==> src/rtl/dc_pkg.sv <==
// Shared types and helpers for the DC-offset remover: FSM state encoding,
// default geometry and the saturating subtract used on the rewrite pass.
package dc_pkg;

    localparam int N_LOG2_DEF = 10;
    localparam int DATA_W_DEF = 10;

    typedef enum logic [2:0] {
        IDLE     = 3'd0,
        SUM_RD   = 3'd1,
        SUM_ACC  = 3'd2,
        MEAN     = 3'd3,
        SUB_RD   = 3'd4,
        SUB_CALC = 3'd5,
        SUB_NEXT = 3'd6,
        DONE     = 3'd7
    } state_t;

    // a and m are unsigned sample values; result is a - m clamped to the
    // two's-complement range of a w-bit word.
    function automatic int sat_sub(input int a, input int m, input int w = DATA_W_DEF);
        int diff;
        int hi;
        int lo;
        diff = a - m;
        hi   = (1 << (w - 1)) - 1;
        lo   = -(1 << (w - 1));
        if (diff > hi) begin
            return hi;
        end else if (diff < lo) begin
            return lo;
        end
        return diff;
    endfunction

endpackage

==> src/rtl/dc_remover.sv <==
// In-place DC removal over the shared sample RAM: a summing pass, then a
// subtract/saturate rewrite pass. Define DC_PEAK_OUT_EN to add peak_abs.
module dc_remover
    import dc_pkg::*;
#(
    parameter int N_LOG2 = N_LOG2_DEF,
    parameter int DATA_W = DATA_W_DEF
) (
    input  logic              clk,
    input  logic              rst,
    input  logic              do_remove_dc,
    output logic              did_remove_dc,
    output logic              busy,
    output logic              rd_en,
    output logic [N_LOG2-1:0] rd_addr,
    input  logic [DATA_W-1:0] rd_data,
    output logic              wr_en,
    output logic [N_LOG2-1:0] wr_addr,
    output logic [DATA_W-1:0] wr_data,
`ifdef DC_PEAK_OUT_EN
    output logic [DATA_W-1:0] peak_abs,
`endif
    output logic [DATA_W-1:0] dc_mean
);

    localparam int ACC_W = DATA_W + N_LOG2;

    state_t                   state;
    logic [ACC_W-1:0]         acc;
    logic [N_LOG2-1:0]        idx;
    logic                     last_idx;
    logic signed [DATA_W-1:0] diff_sat;

    assign last_idx = (idx == {N_LOG2{1'b1}});
    assign diff_sat = DATA_W'(sat_sub(int'(32'(rd_data)), int'(32'(dc_mean)), DATA_W));

    // Outputs are registered so rd_en is high exactly during *_RD, wr_en
    // during SUB_NEXT and did_remove_dc during DONE; reads and writes never overlap.
    always_ff @(posedge clk or posedge rst) begin
        if (rst) begin
            state         <= IDLE;
            did_remove_dc <= 1'b0;
            busy          <= 1'b0;
            rd_en         <= 1'b0;
            rd_addr       <= '0;
            wr_en         <= 1'b0;
            wr_addr       <= '0;
            wr_data       <= '0;
            dc_mean       <= '0;
            acc           <= '0;
            idx           <= '0;
        end else begin
            did_remove_dc <= 1'b0;
            rd_en         <= 1'b0;
            wr_en         <= 1'b0;
            case (state)
                IDLE: begin
                    if (do_remove_dc) begin
                        acc     <= '0;
                        idx     <= '0;
                        busy    <= 1'b1;
                        rd_en   <= 1'b1;
                        rd_addr <= '0;
                        state   <= SUM_RD;
                    end
                end
                SUM_RD: state <= SUM_ACC;
                SUM_ACC: begin
                    acc <= acc + ACC_W'(rd_data);
                    if (last_idx) begin
                        state <= MEAN;
                    end else begin
                        idx     <= idx + 1'b1;
                        rd_en   <= 1'b1;
                        rd_addr <= idx + 1'b1;
                        state   <= SUM_RD;
                    end
                end
                // Truncating divide by N: the mean is the top DATA_W bits of the sum.
                MEAN: begin
                    dc_mean <= acc[ACC_W-1:N_LOG2];
                    idx     <= '0;
                    rd_en   <= 1'b1;
                    rd_addr <= '0;
                    state   <= SUB_RD;
                end
                SUB_RD: state <= SUB_CALC;
                SUB_CALC: begin
                    wr_en   <= 1'b1;
                    wr_addr <= idx;
                    wr_data <= diff_sat;
                    state   <= SUB_NEXT;
                end
                SUB_NEXT: begin
                    if (last_idx) begin
                        did_remove_dc <= 1'b1;
                        state         <= DONE;
                    end else begin
                        idx     <= idx + 1'b1;
                        rd_en   <= 1'b1;
                        rd_addr <= idx + 1'b1;
                        state   <= SUB_RD;
                    end
                end
                DONE: begin
                    busy  <= 1'b0;
                    state <= IDLE;
                end
                default: state <= IDLE;
            endcase
        end
    end

`ifdef DC_PEAK_OUT_EN
    localparam logic signed [DATA_W-1:0] SAT_MIN = {1'b1, {(DATA_W-1){1'b0}}};
    localparam logic        [DATA_W-1:0] ABS_MAX = {1'b0, {(DATA_W-1){1'b1}}};

    logic [DATA_W-1:0] abs_sat;

    // |-2^(DATA_W-1)| does not fit, so it is clamped to the positive limit.
    always_comb begin
        abs_sat = unsigned'(diff_sat);
        if (diff_sat == SAT_MIN) begin
            abs_sat = ABS_MAX;
        end else if (diff_sat[DATA_W-1]) begin
            abs_sat = unsigned'(-diff_sat);
        end
    end

    always_ff @(posedge clk or posedge rst) begin
        if (rst) begin
            peak_abs <= '0;
        end else if (state == IDLE && do_remove_dc) begin
            peak_abs <= '0;
        end else if (state == SUB_CALC && abs_sat > peak_abs) begin
            peak_abs <= abs_sat;
        end
    end
`else
    // Peak tracking not built; core datapath above is unchanged.
`endif

endmodule

==> config.mk <==
export PLATFORM = sky130hd
export DESIGN_NAME = dc_remover
export DESIGN_NICKNAME = d
export VERILOG_FILES = /design/src/rtl/dc_pkg.sv /design/src/rtl/dc_remover.sv
export SDC_FILE = /design/constraint.sdc
export NUM_CORES = 1
export LEC_CHECK = 0
export CAP_MARGIN = 20
export CORE_MARGIN = 2
export CORE_UTILIZATION = 60
export CTS_BUF_LIST = sky130_fd_sc_hd__clkbuf_4
export CTS_CLUSTER_DIAMETER = 100
export CTS_CLUSTER_SIZE = 16
export DETAILED_ROUTE_END_ITERATION = 16
export PLACE_DENSITY = 0.88
export SKIP_CTS_REPAIR_TIMING = 1
export SLEW_MARGIN = 20
export SYNTH_ARGS = -nofsm -noshare
export SYNTH_HDL_FRONTEND = slang
export SYNTH_SLANG_ARGS = --single-unit
==> constraint.sdc <==
create_clock -name clk -period 3.75 [get_ports clk]
set_input_delay 0.5625 -clock clk [delete_from_list [all_inputs] [get_ports clk]]
set_output_delay 0.5625 -clock clk [all_outputs]
set_load 0.02 [all_outputs]
==> results.md <==
- Root Driver: clkbuf_4
- Number of clock sinks: 67
- Final antenna diode count: 0
- Share of flip-flops with an asynchronous set or reset after synthesis: 100%
- Area growth from synthesis to final layout: 21.5%
- WL final: 7.89 mm
- Relative slew slack: 43.3%
- Initial core utilization: 61.9%
- Yosys top cell area share: 46.0%
- Combined area of all synthesized cells: 0.00364 sq mm
- Post-layout minimum cycle time: 2.82 ns
- Setup slack of the most critical reg-to-reg path: 1.15 ns
- Pins Over Slew Limit: 0
- Count of different cell masters after synthesis: 47
- Worst vdd ir: 0.341 mV
- Nets in the synthesized netlist: 403
- Average wire per cell in the routed design: 15.6 um
- Run status: finished clean
- Maximum number of pins on one net before global-route repair: 29
- FF+latch count, synth: 67
- PD cells: 605 mW/mm^2
- Fmax achieved: 355 MHz
- Top cell types by occurrence after synthesis: dfrtp_1, nand2_1, a21oi_1, nor2_1, ha_1
- Data required time of the critical path: 4.12 ns
- Measured slew at the worst slew-check pin: 0.847 ns
- Startpoint types: input pin
- Final core utilization: 75.2%
- Multi-input combinational cell area: 0.00184 sq mm
- Proportion of layout cells with a drive suffix above 1: 7.67%
- Cell type with the largest total area after synthesis: dfrtp_1
- Clock tree from TritonCTS: yes
- Critical path capture point type: flip-flop
- Arrival time of the worst setup path: 3.19 ns
- DR DRC count: 0
- Antenna Nets Post-Route: 0
- Mapped Cells: 367
- Overflow left after global routing: 0
- Reg2reg start: dc_mean[0]
- Placer congestion estimate: 0.890
- Flip-flop and latch area: 0.00168 sq mm
- Num ports: 57
- Die Footprint: 0.00671 sq mm
- Final hold viol count: 0
- Total of warnings raised by yosys: 0
- Number of DRC markers in iteration 0: 186
- Capture instance of the worst register-to-register path: wr_data[0]
- Leak Pwr: 2.07 nW
- Main flop type after synthesis: dfrtp_1
- Overall die width: 81.9 um
- DR vias: 2,955
- Total non-filler cell area in the finished layout: 0.00442 sq mm
- Number of synthesized flops with an enable pin: 0
- Maximum number of buffers from clock root to sink: 2
- Largest fanout on the critical path: 10
- CTS HTree Levels: 3
- Half-perimeter wire length after placement: 5.70 mm
- Number of placement rows: 28
- Count of filler cells inserted in the layout: 417
- Worst-case clock skew: 0.0197 ns
- IO Port Bufs: 56
- Via density per instance: 5.85
- Layout Nets: 461
- Global-route wire length before repair: 13.3 mm
- Crit path setup slack, layout: 0.930 ns
- Sequential fraction of the synthesis area: 46.0%
- Vias in the first global route: 2,929
- Number of iterations in the first detailed-routing pass: 4
- Cell with the most instances after synthesis: dfrtp_1
- Global routing usage summed across all routing layers: 26.5%
- RSZ-0062 raised after global routing: no
- Start-to-end type of the worst setup path: input pin to flip-flop
- Final period util: 75.2%
- Later-pin clock latency in the skew report: 0.45 ns
- Initial antenna violation count: 0
- Setup Slack @ Placement: 0.550 ns
- Worst Reg-to-Reg Cells: 9
- Total negative slack: 0 ns
- Height of the die: 81.9 um
- Hold crit path type: input pin to asynchronous set/reset pin
- Reg clk slew, reported paths: 0.14 ns
- Area contributors post-synth: dfrtp_1, ha_1, nand2_1
- Final setup vio count: 0
- Area of the core region: 0.00589 sq mm
- TritonCTS buffer count: 9
- Post-detailed-placement cell area: 0.00426 sq mm
- Total design power: 2.68 mW
- Number of max-cap violations: 0
- Synthesized area divided by synthesized cell count: 9.92 sq um
layout make-up:
cell class	instances	share of cell area (%)
sequential	67	37.9
clock inverter	7	2.23
timing repair buffer	58	13.0
inverter	20	1.70
clock buffer	9	1.53
multi-input combinational	269	41.5
tap	75	2.12
critical path, stage by stage:
cell and delay, ns:
clkdlybuf4s50_1 0.48, inv_1 0.05, ha_1 0.23, fa_1 0.42, nor2b_1 0.19, o21bai_1 0.11, a21boi_1 0.27, o22a_1 0.35
or2_1 0.23, nor2b_1 0.16, o22a_1 0.13
worst max path at each step:
stage,endpoint,depth (start not counted),start
5_1_grt,wr_data[0],11,rd_data[0]
6_report,wr_data[0],11,rd_data[0]
3_5_place_dp,wr_data[0],11,rd_data[0]
3_3_place_gp,wr_data[0],11,rd_data[0]
2_1_floorplan,acc[14],9,rd_data[0]
4_1_cts,wr_data[0],11,rd_data[0]
placed cells by master, fill, tap and decap left out, drive strengths merged, types with 3 or more instances in the layout:
cell type / count
inv: 23
nor3: 3
clkdlybuf4s50: 56
o21ai: 13
o21a: 6
nand3b: 5
nand2: 53
dfrtp: 67
mux2: 10
nor2b: 6
xnor2: 8
clkbuf: 9
nand4: 3
o31ai: 6
nor2: 23
nand3: 9
nand2b: 4
and3: 7
a21oi: 24
a21o: 10
ha: 21
a22o: 10
o211ai: 6
o22a: 3
mux2i: 5
xor2: 13
sequential cells by signal, summed over array words and instances, names as in the netlist:
name	count
idx	10
wr_addr	10
rd_en	1
state	3
busy	1
acc	20
dc_mean	10
wr_data	10
wr_en	1
did_remove_dc	1
metal layers:
| layer | vias up | share of wire (%) | GRT usage [%] |
|---|---|---|---|
| li1 | 1409 | - | - |
| met1 | 1462 | 44 | 33.8 |
| met2 | 67 | 50 | 42.6 |
| met3 | 17 | 4.1 | 7.80 |
| met4 | 0 | 2.1 | 10.2 |
| met5 | - | 0 | 0 |
kinds of logic (layout without fill, tap and decap cells):
kind of cell	Yosys count	count (layout)	share of synthesized area (%)
and+or+nand+nor	121	121	15.7
AOI/OAI and AO/OA	89	89	16.9
DFF	67	67	46.0
buffers and inverters	31	94	3.54
adders and majority gates	23	23	8.31
xor gates and xnor gates	21	21	5.05
muxes	15	15	4.47
stage by stage:
stage	hold slack (ns)	cells
floorplan	0.444	367
global placement	0.456	489
detailed placement	0.469	489
CTS	0.368	505
global route	0.355	505
finish	0.358	505
where the power goes:
part	internal, mW	switching, mW
registers	0.883	0.139
clock network	0.276	0.292
logic	0.495	0.592
No activity file was read; power rests on OpenSTA's default activity.
